<file path="src/rtl/key_conditioner.sv">
// key_conditioner: synchronizes, debounces and edge-detects active-low push-buttons.
// Each key has its own 4-state debounce FSM and saturating qualification counter.
// Optional feature: define KEY_RELEASE_PULSE_EN to add the release_pulse port and logic.
`timescale 1ns/1ps

module key_conditioner #(
    parameter int unsigned NUM_KEYS        = 2,
    parameter int unsigned DEBOUNCE_CYCLES = 1_000_000
) (
    input  logic                clock,
    input  logic                resetn,
    input  logic [NUM_KEYS-1:0] key_n,
    output logic [NUM_KEYS-1:0] key_down,
    output logic [NUM_KEYS-1:0] press_pulse
`ifdef KEY_RELEASE_PULSE_EN
    ,
    output logic [NUM_KEYS-1:0] release_pulse
`endif
);

    localparam int unsigned CNT_W = (DEBOUNCE_CYCLES > 1) ? $clog2(DEBOUNCE_CYCLES) : 1;
    localparam logic [CNT_W-1:0] CNT_LAST = CNT_W'(DEBOUNCE_CYCLES - 1);

    typedef enum logic [1:0] {
        RELEASED     = 2'd0,
        PRESS_WAIT   = 2'd1,
        PRESSED      = 2'd2,
        RELEASE_WAIT = 2'd3
    } state_t;

    logic [NUM_KEYS-1:0] sync1;
    logic [NUM_KEYS-1:0] sync2;
    logic [NUM_KEYS-1:0] sample;
    logic [NUM_KEYS-1:0] down_nxt;
    logic [NUM_KEYS-1:0] press_nxt;
`ifdef KEY_RELEASE_PULSE_EN
    logic [NUM_KEYS-1:0] release_nxt;
`endif

    // Two-flop synchronizer; resets to the released (high) level
    always_ff @(posedge clock or negedge resetn) begin
        if (!resetn) begin
            sync1 <= '1;
            sync2 <= '1;
        end else begin
            sync1 <= key_n;
            sync2 <= sync1;
        end
    end

    assign sample = ~sync2;

    for (genvar g = 0; g < int'(NUM_KEYS); g++) begin : g_key
        state_t           state;
        state_t           state_nxt;
        logic [CNT_W-1:0] cnt;
        logic [CNT_W-1:0] cnt_nxt;
        logic [CNT_W-1:0] cnt_inc;
        logic             down_c;
        logic             press_c;
`ifdef KEY_RELEASE_PULSE_EN
        logic             release_c;
`endif

        // Saturating increment of the qualification counter
        assign cnt_inc = (cnt == CNT_LAST) ? cnt : cnt + CNT_W'(1);

        // State and counter register
        always_ff @(posedge clock or negedge resetn) begin
            if (!resetn) begin
                state <= RELEASED;
                cnt   <= '0;
            end else begin
                state <= state_nxt;
                cnt   <= cnt_nxt;
            end
        end

        // Next-state and counter logic
        always_comb begin
            state_nxt = state;
            cnt_nxt   = cnt;
            case (state)
                RELEASED: begin
                    if (sample[g]) begin
                        state_nxt = PRESS_WAIT;
                        cnt_nxt   = '0;
                    end
                end
                PRESS_WAIT: begin
                    if (!sample[g]) begin
                        state_nxt = RELEASED;
                        cnt_nxt   = '0;
                    end else if (cnt == CNT_LAST) begin
                        state_nxt = PRESSED;
                        cnt_nxt   = '0;
                    end else begin
                        cnt_nxt = cnt_inc;
                    end
                end
                PRESSED: begin
                    if (!sample[g]) begin
                        state_nxt = RELEASE_WAIT;
                        cnt_nxt   = '0;
                    end
                end
                RELEASE_WAIT: begin
                    if (sample[g]) begin
                        state_nxt = PRESSED;
                        cnt_nxt   = '0;
                    end else if (cnt == CNT_LAST) begin
                        state_nxt = RELEASED;
                        cnt_nxt   = '0;
                    end else begin
                        cnt_nxt = cnt_inc;
                    end
                end
                default: begin
                    state_nxt = RELEASED;
                    cnt_nxt   = '0;
                end
            endcase
        end

        // Output decode from the transition being taken this cycle
        always_comb begin
            down_c  = (state_nxt == PRESSED) || (state_nxt == RELEASE_WAIT);
            press_c = (state == PRESS_WAIT) && (state_nxt == PRESSED);
`ifdef KEY_RELEASE_PULSE_EN
            release_c = (state == RELEASE_WAIT) && (state_nxt == RELEASED);
`endif
        end

        assign down_nxt[g]  = down_c;
        assign press_nxt[g] = press_c;
`ifdef KEY_RELEASE_PULSE_EN
        assign release_nxt[g] = release_c;
`endif
    end

`ifdef KEY_RELEASE_PULSE_EN
    // Output registers including release strobes
    always_ff @(posedge clock or negedge resetn) begin
        if (!resetn) begin
            key_down      <= '0;
            press_pulse   <= '0;
            release_pulse <= '0;
        end else begin
            key_down      <= down_nxt;
            press_pulse   <= press_nxt;
            release_pulse <= release_nxt;
        end
    end
`else
    // Output registers
    always_ff @(posedge clock or negedge resetn) begin
        if (!resetn) begin
            key_down    <= '0;
            press_pulse <= '0;
        end else begin
            key_down    <= down_nxt;
            press_pulse <= press_nxt;
        end
    end
`endif

endmodule

</file>
<file path="config.mk">
export PLATFORM = sky130hd
export DESIGN_NAME = key_conditioner
export DESIGN_NICKNAME = d
export VERILOG_FILES = /design/src/rtl/key_conditioner.sv
export SDC_FILE = /design/constraint.sdc
export NUM_CORES = 1
export LEC_CHECK = 0
export ABC_AREA = 1
export CAP_MARGIN = 20
export CORE_MARGIN = 3
export CORE_UTILIZATION = 45
export DETAILED_ROUTE_END_ITERATION = 12
export PLACE_DENSITY_LB_ADDON = 0.2
export SYNTH_ARGS = -nofsm -noshare
export SYNTH_HDL_FRONTEND = slang
export SYNTH_SLANG_ARGS = --single-unit
</file>
<file path="constraint.sdc">
create_clock -name clock -period 2.03 [get_ports clock]
set_clock_uncertainty 0.05 [all_clocks]
set_input_delay 0.406 -clock clock [delete_from_list [all_inputs] [get_ports clock]]
set_output_delay 0.406 -clock clock [all_outputs]
set_load 0.05 [all_outputs]
</file>
==> impl_metrics.csv <==
group,metric,value,unit
detailed_routing,drt-total-wl,5910,um
yosys,ys_types,26,
yosys,yosysTopAreaCell,"dfrtp_1",
yosys,ys_top_cells_by_count,"nand2_1 (150), dfrtp_1 (47), inv_1 (44), nor2_1 (42), nand3_1 (23)",
yosys,synth.cell_area,0.00308,mm2
critical_path,start_kind,"register",
power_and_ir_drop,vdd_ir_drop_max,0.393,mV
detailed_routing,wire_per_inst,11.7,um
clock_tree,clk_path_buf_depth,2,
place,place_congestion,0.858,
die,rows,29,
yosys,syn_avg_cell_area,7.40,um2
critical_path,worstSetupEndpointType,"primary output",
timing,slew_viol_final,0,
power_and_ir_drop,swShare,0.223,
yosys,async_reset_ff_frac,1.00,
clock_tree,cts_setup_buffers,0,
final_layout,diodes,0,
clock_tree,path_clk_slew,0.08,ns
power_and_ir_drop,cellPowerDensity,546,mW/mm2
global_route,met2_usage,0.303,
detailed_routing,post_drt_via_cell_ratio,4.93,
global_route,antenna_found_initial,0,
clock_tree,root_buffer,"clkbuf_8",
global_route,track_usage,0.171,
final_layout,drive_gt1_frac,0.133,
critical_path,slowest_stage,"clkdlybuf4s50_1",
power_and_ir_drop,seqPwrFrac,0.571,
yosys,ys_ff_latch,51,
global_route,grt.busiest_layer,"met2",
yosys,ys_seq_area_frac,0.416,
timing,setup_tns,0,ns
critical_path,cp_cell_sequence,"clkdlybuf4s50_1",
critical_path,path_class,"register to primary output",
power_and_ir_drop,combPwrFrac,0.049,
clock_tree,clock_latency,0.31,ns
yosys,synth_top_area_frac,0.382,
global_route,grt_start_max_net_pins,42,
die,core,0.00649,mm2
timing,period_needed,1.89,ns
global_route,grt_pass1_vias,2414,
timing,post-route-period-util,0.931,
final_layout,nets,435,
yosys,yosysMostFrequentCell,"nand2_1",
die,die_x,88.7,um
timing,fmax,529,MHz
detailed_routing,num_vias,2495,
die,dieArea,0.00787,mm2
job,drv_cap,0,
critical_path,path_buf_inv,1,
power_and_ir_drop,switching_power,0.408,mW
clock_tree,cts_sinks,51,
critical_path,cpPeakStageDelay,0.80,ns
global_route,overflow,0,
power_and_ir_drop,total_leakage_power,1.54,nW
yosys,postSynthCellCount,416,
power_and_ir_drop,internal_power,1.42,mW
clock_tree,cts_buffers,5,
yosys,synth_area_leaders,"dfrtp_1 (38%), nand2_1 (18%), nand3_2 (5.5%)",
yosys,synth_nets,422,
yosys,yosys_most_used_dff,"dfrtp_1",
place,placed_cells,498,
timing,max_slew.worst_pin.slew,0.504,ns
yosys,ys_warn_count,0,
timing,hold_violations,0,
detailed_routing,drc,0,
detailed_routing,dr.first_iter.drc_count,74,
power_and_ir_drop,clkPwrFrac,0.380,
place,io_buffer_count,7,
timing,relSlewSlack,0.663,
die,pin_count,8,
yosys,synth_edf_count,0,
timing,rsz0062_at_grt,"false",
global_route,use_met3,0.0307,
die,start_util,0.474,
final_layout,areaGrowthSynthToFinish,8.74,%
critical_path,path_delay_family,"buffers and inverters",
global_route,grt_pass1_wl,10600,um
run_status,status,"finished, final reports clean",
final_layout,final_cells,506,
die,die_h,88.7,um
clock_tree,ctsHtreeMaxLevel,2,
timing,holdWs,0.309,ns
place,post-dp-hpwl,4270,um
critical_path,arrival,1.43,ns
global_route,use_met1,0.211,
clock_tree,tritoncts,"built",
detailed_routing,first_pass_iters,4,
critical_path,crit_required,1.57,ns
detailed_routing,ant_nets,0,
timing,setup_viol,0,
worst_hold_path,min_path_type,"register to register",
critical_path,crit_fanout,1,
[layer usage]
metal	share of wire	vias to the layer above
li1	-	1328
met1	0.48	1136
met2	0.49	22
met3	0.022	9
met4	0.014	0
met5	0	-
[placed cells by master (no fill, tap or decap), types with 2 or more instances in the layout]
cell type | synthesis | routed
nand2_2 | 6 | 6
nand4_1 | 9 | 9
o21bai_1 | 5 | 5
clkbuf_8 | 0 | 5
inv_1 | 44 | 44
nand2_1 | 150 | 150
dfstp_2 | 4 | 4
inv_2 | 6 | 6
dfrtp_1 | 47 | 47
a21oi_1 | 3 | 3
nor3_2 | 3 | 3
nor2_1 | 42 | 42
o211ai_1 | 2 | 2
nand3_1 | 23 | 23
nor2_4 | 4 | 4
nand3_2 | 17 | 17
buf_4 | 2 | 2
o21ai_0 | 16 | 16
clkdlybuf4s50_1 | 0 | 5
nor2_2 | 7 | 7
xor2_1 | 14 | 14
ha_1 | 2 | 2
xnor2_1 | 4 | 4
[timing repair]
action,4_1_cts,5_1_grt
endpoints found under the setup margin,0,1
hold buffers,1,0
resized for setup,0,1
hold endpoints to repair,10,0
[layout make-up]
class,count,area (um2)
clock inverter,1,30.0
inverter,50,188
fill,614,3150
tap,77,96.3
sequential,51,1280
multi-input combinational,310,1570
clock buffer,6,72.6
timing repair buffer,11,113
[kinds of logic after synthesis]
group                      Yosys count  share of synthesized area
xor gates and xnor gates            18                     0.0512
and+or+nand+nor                    263                      0.400
AOI/OAI and AO/OA                   27                     0.0496
buffers and inverters               55                     0.0748
DFF                                 51                      0.416
adders and majority gates            2                    0.00813
[registers in the layout (all words and copies together) (netlist names)]
| name | count |
|---|---|
| g_key.cnt | 40 |
| g_key.state | 4 |
| key_down | 1 |
| press_pulse | 2 |
| sync1 | 2 |
| sync2 | 2 |
[per-stage QoR]
| step | total power [mW] | utilization | cell area [um2] | setup WS, ns |
|---|---|---|---|---|
| after floorplan | 1.11 | - | 3080 | 0.602 |
| after global placement | 1.15 | 0.498 | 3230 | 0.380 |
| after detailed placement | 1.16 | 0.498 | 3230 | 0.347 |
| after CTS | 1.87 | 0.515 | 3340 | 0.0277 |
| after global routing | 1.91 | 0.515 | 3350 | 0.0822 |
| final | 1.83 | 0.515 | 3350 | 0.139 |
[worst paths after layout]
| check | end | from | cells past startpoint | slack (ns) |
|---|---|---|---|---|
| hold / removal | sync2[0] | sync1[0] | 0 | 0.31 |
| max in group asynchronous | sync1[0] | resetn | 3 | 0.92 |
| setup / recovery | key_down[0] | key_down[0] | 1 | 0.14 |
| hold reg to reg | sync2[0] | sync1[0] | 0 | 0.31 |
| setup reg to reg | g_key[1].cnt[7] | g_key[1].cnt[0] | 8 | 0.36 |
| min in group asynchronous | g_key[1].cnt[13] | resetn | 2 | 0.45 |
[power by group through the flow]
stage          Sequential (mW)  Clock, mW  Combinational [mW]
6_report                  1.04      0.694              0.0903
3_5_place_dp              1.06          0              0.0927
3_3_place_gp              1.06          0              0.0907
4_1_cts                   1.04      0.728              0.0939
2_1_floorplan             1.06          0              0.0513
5_1_grt                   1.05      0.765               0.103
Note: power is estimated with default switching activity, not from simulation.
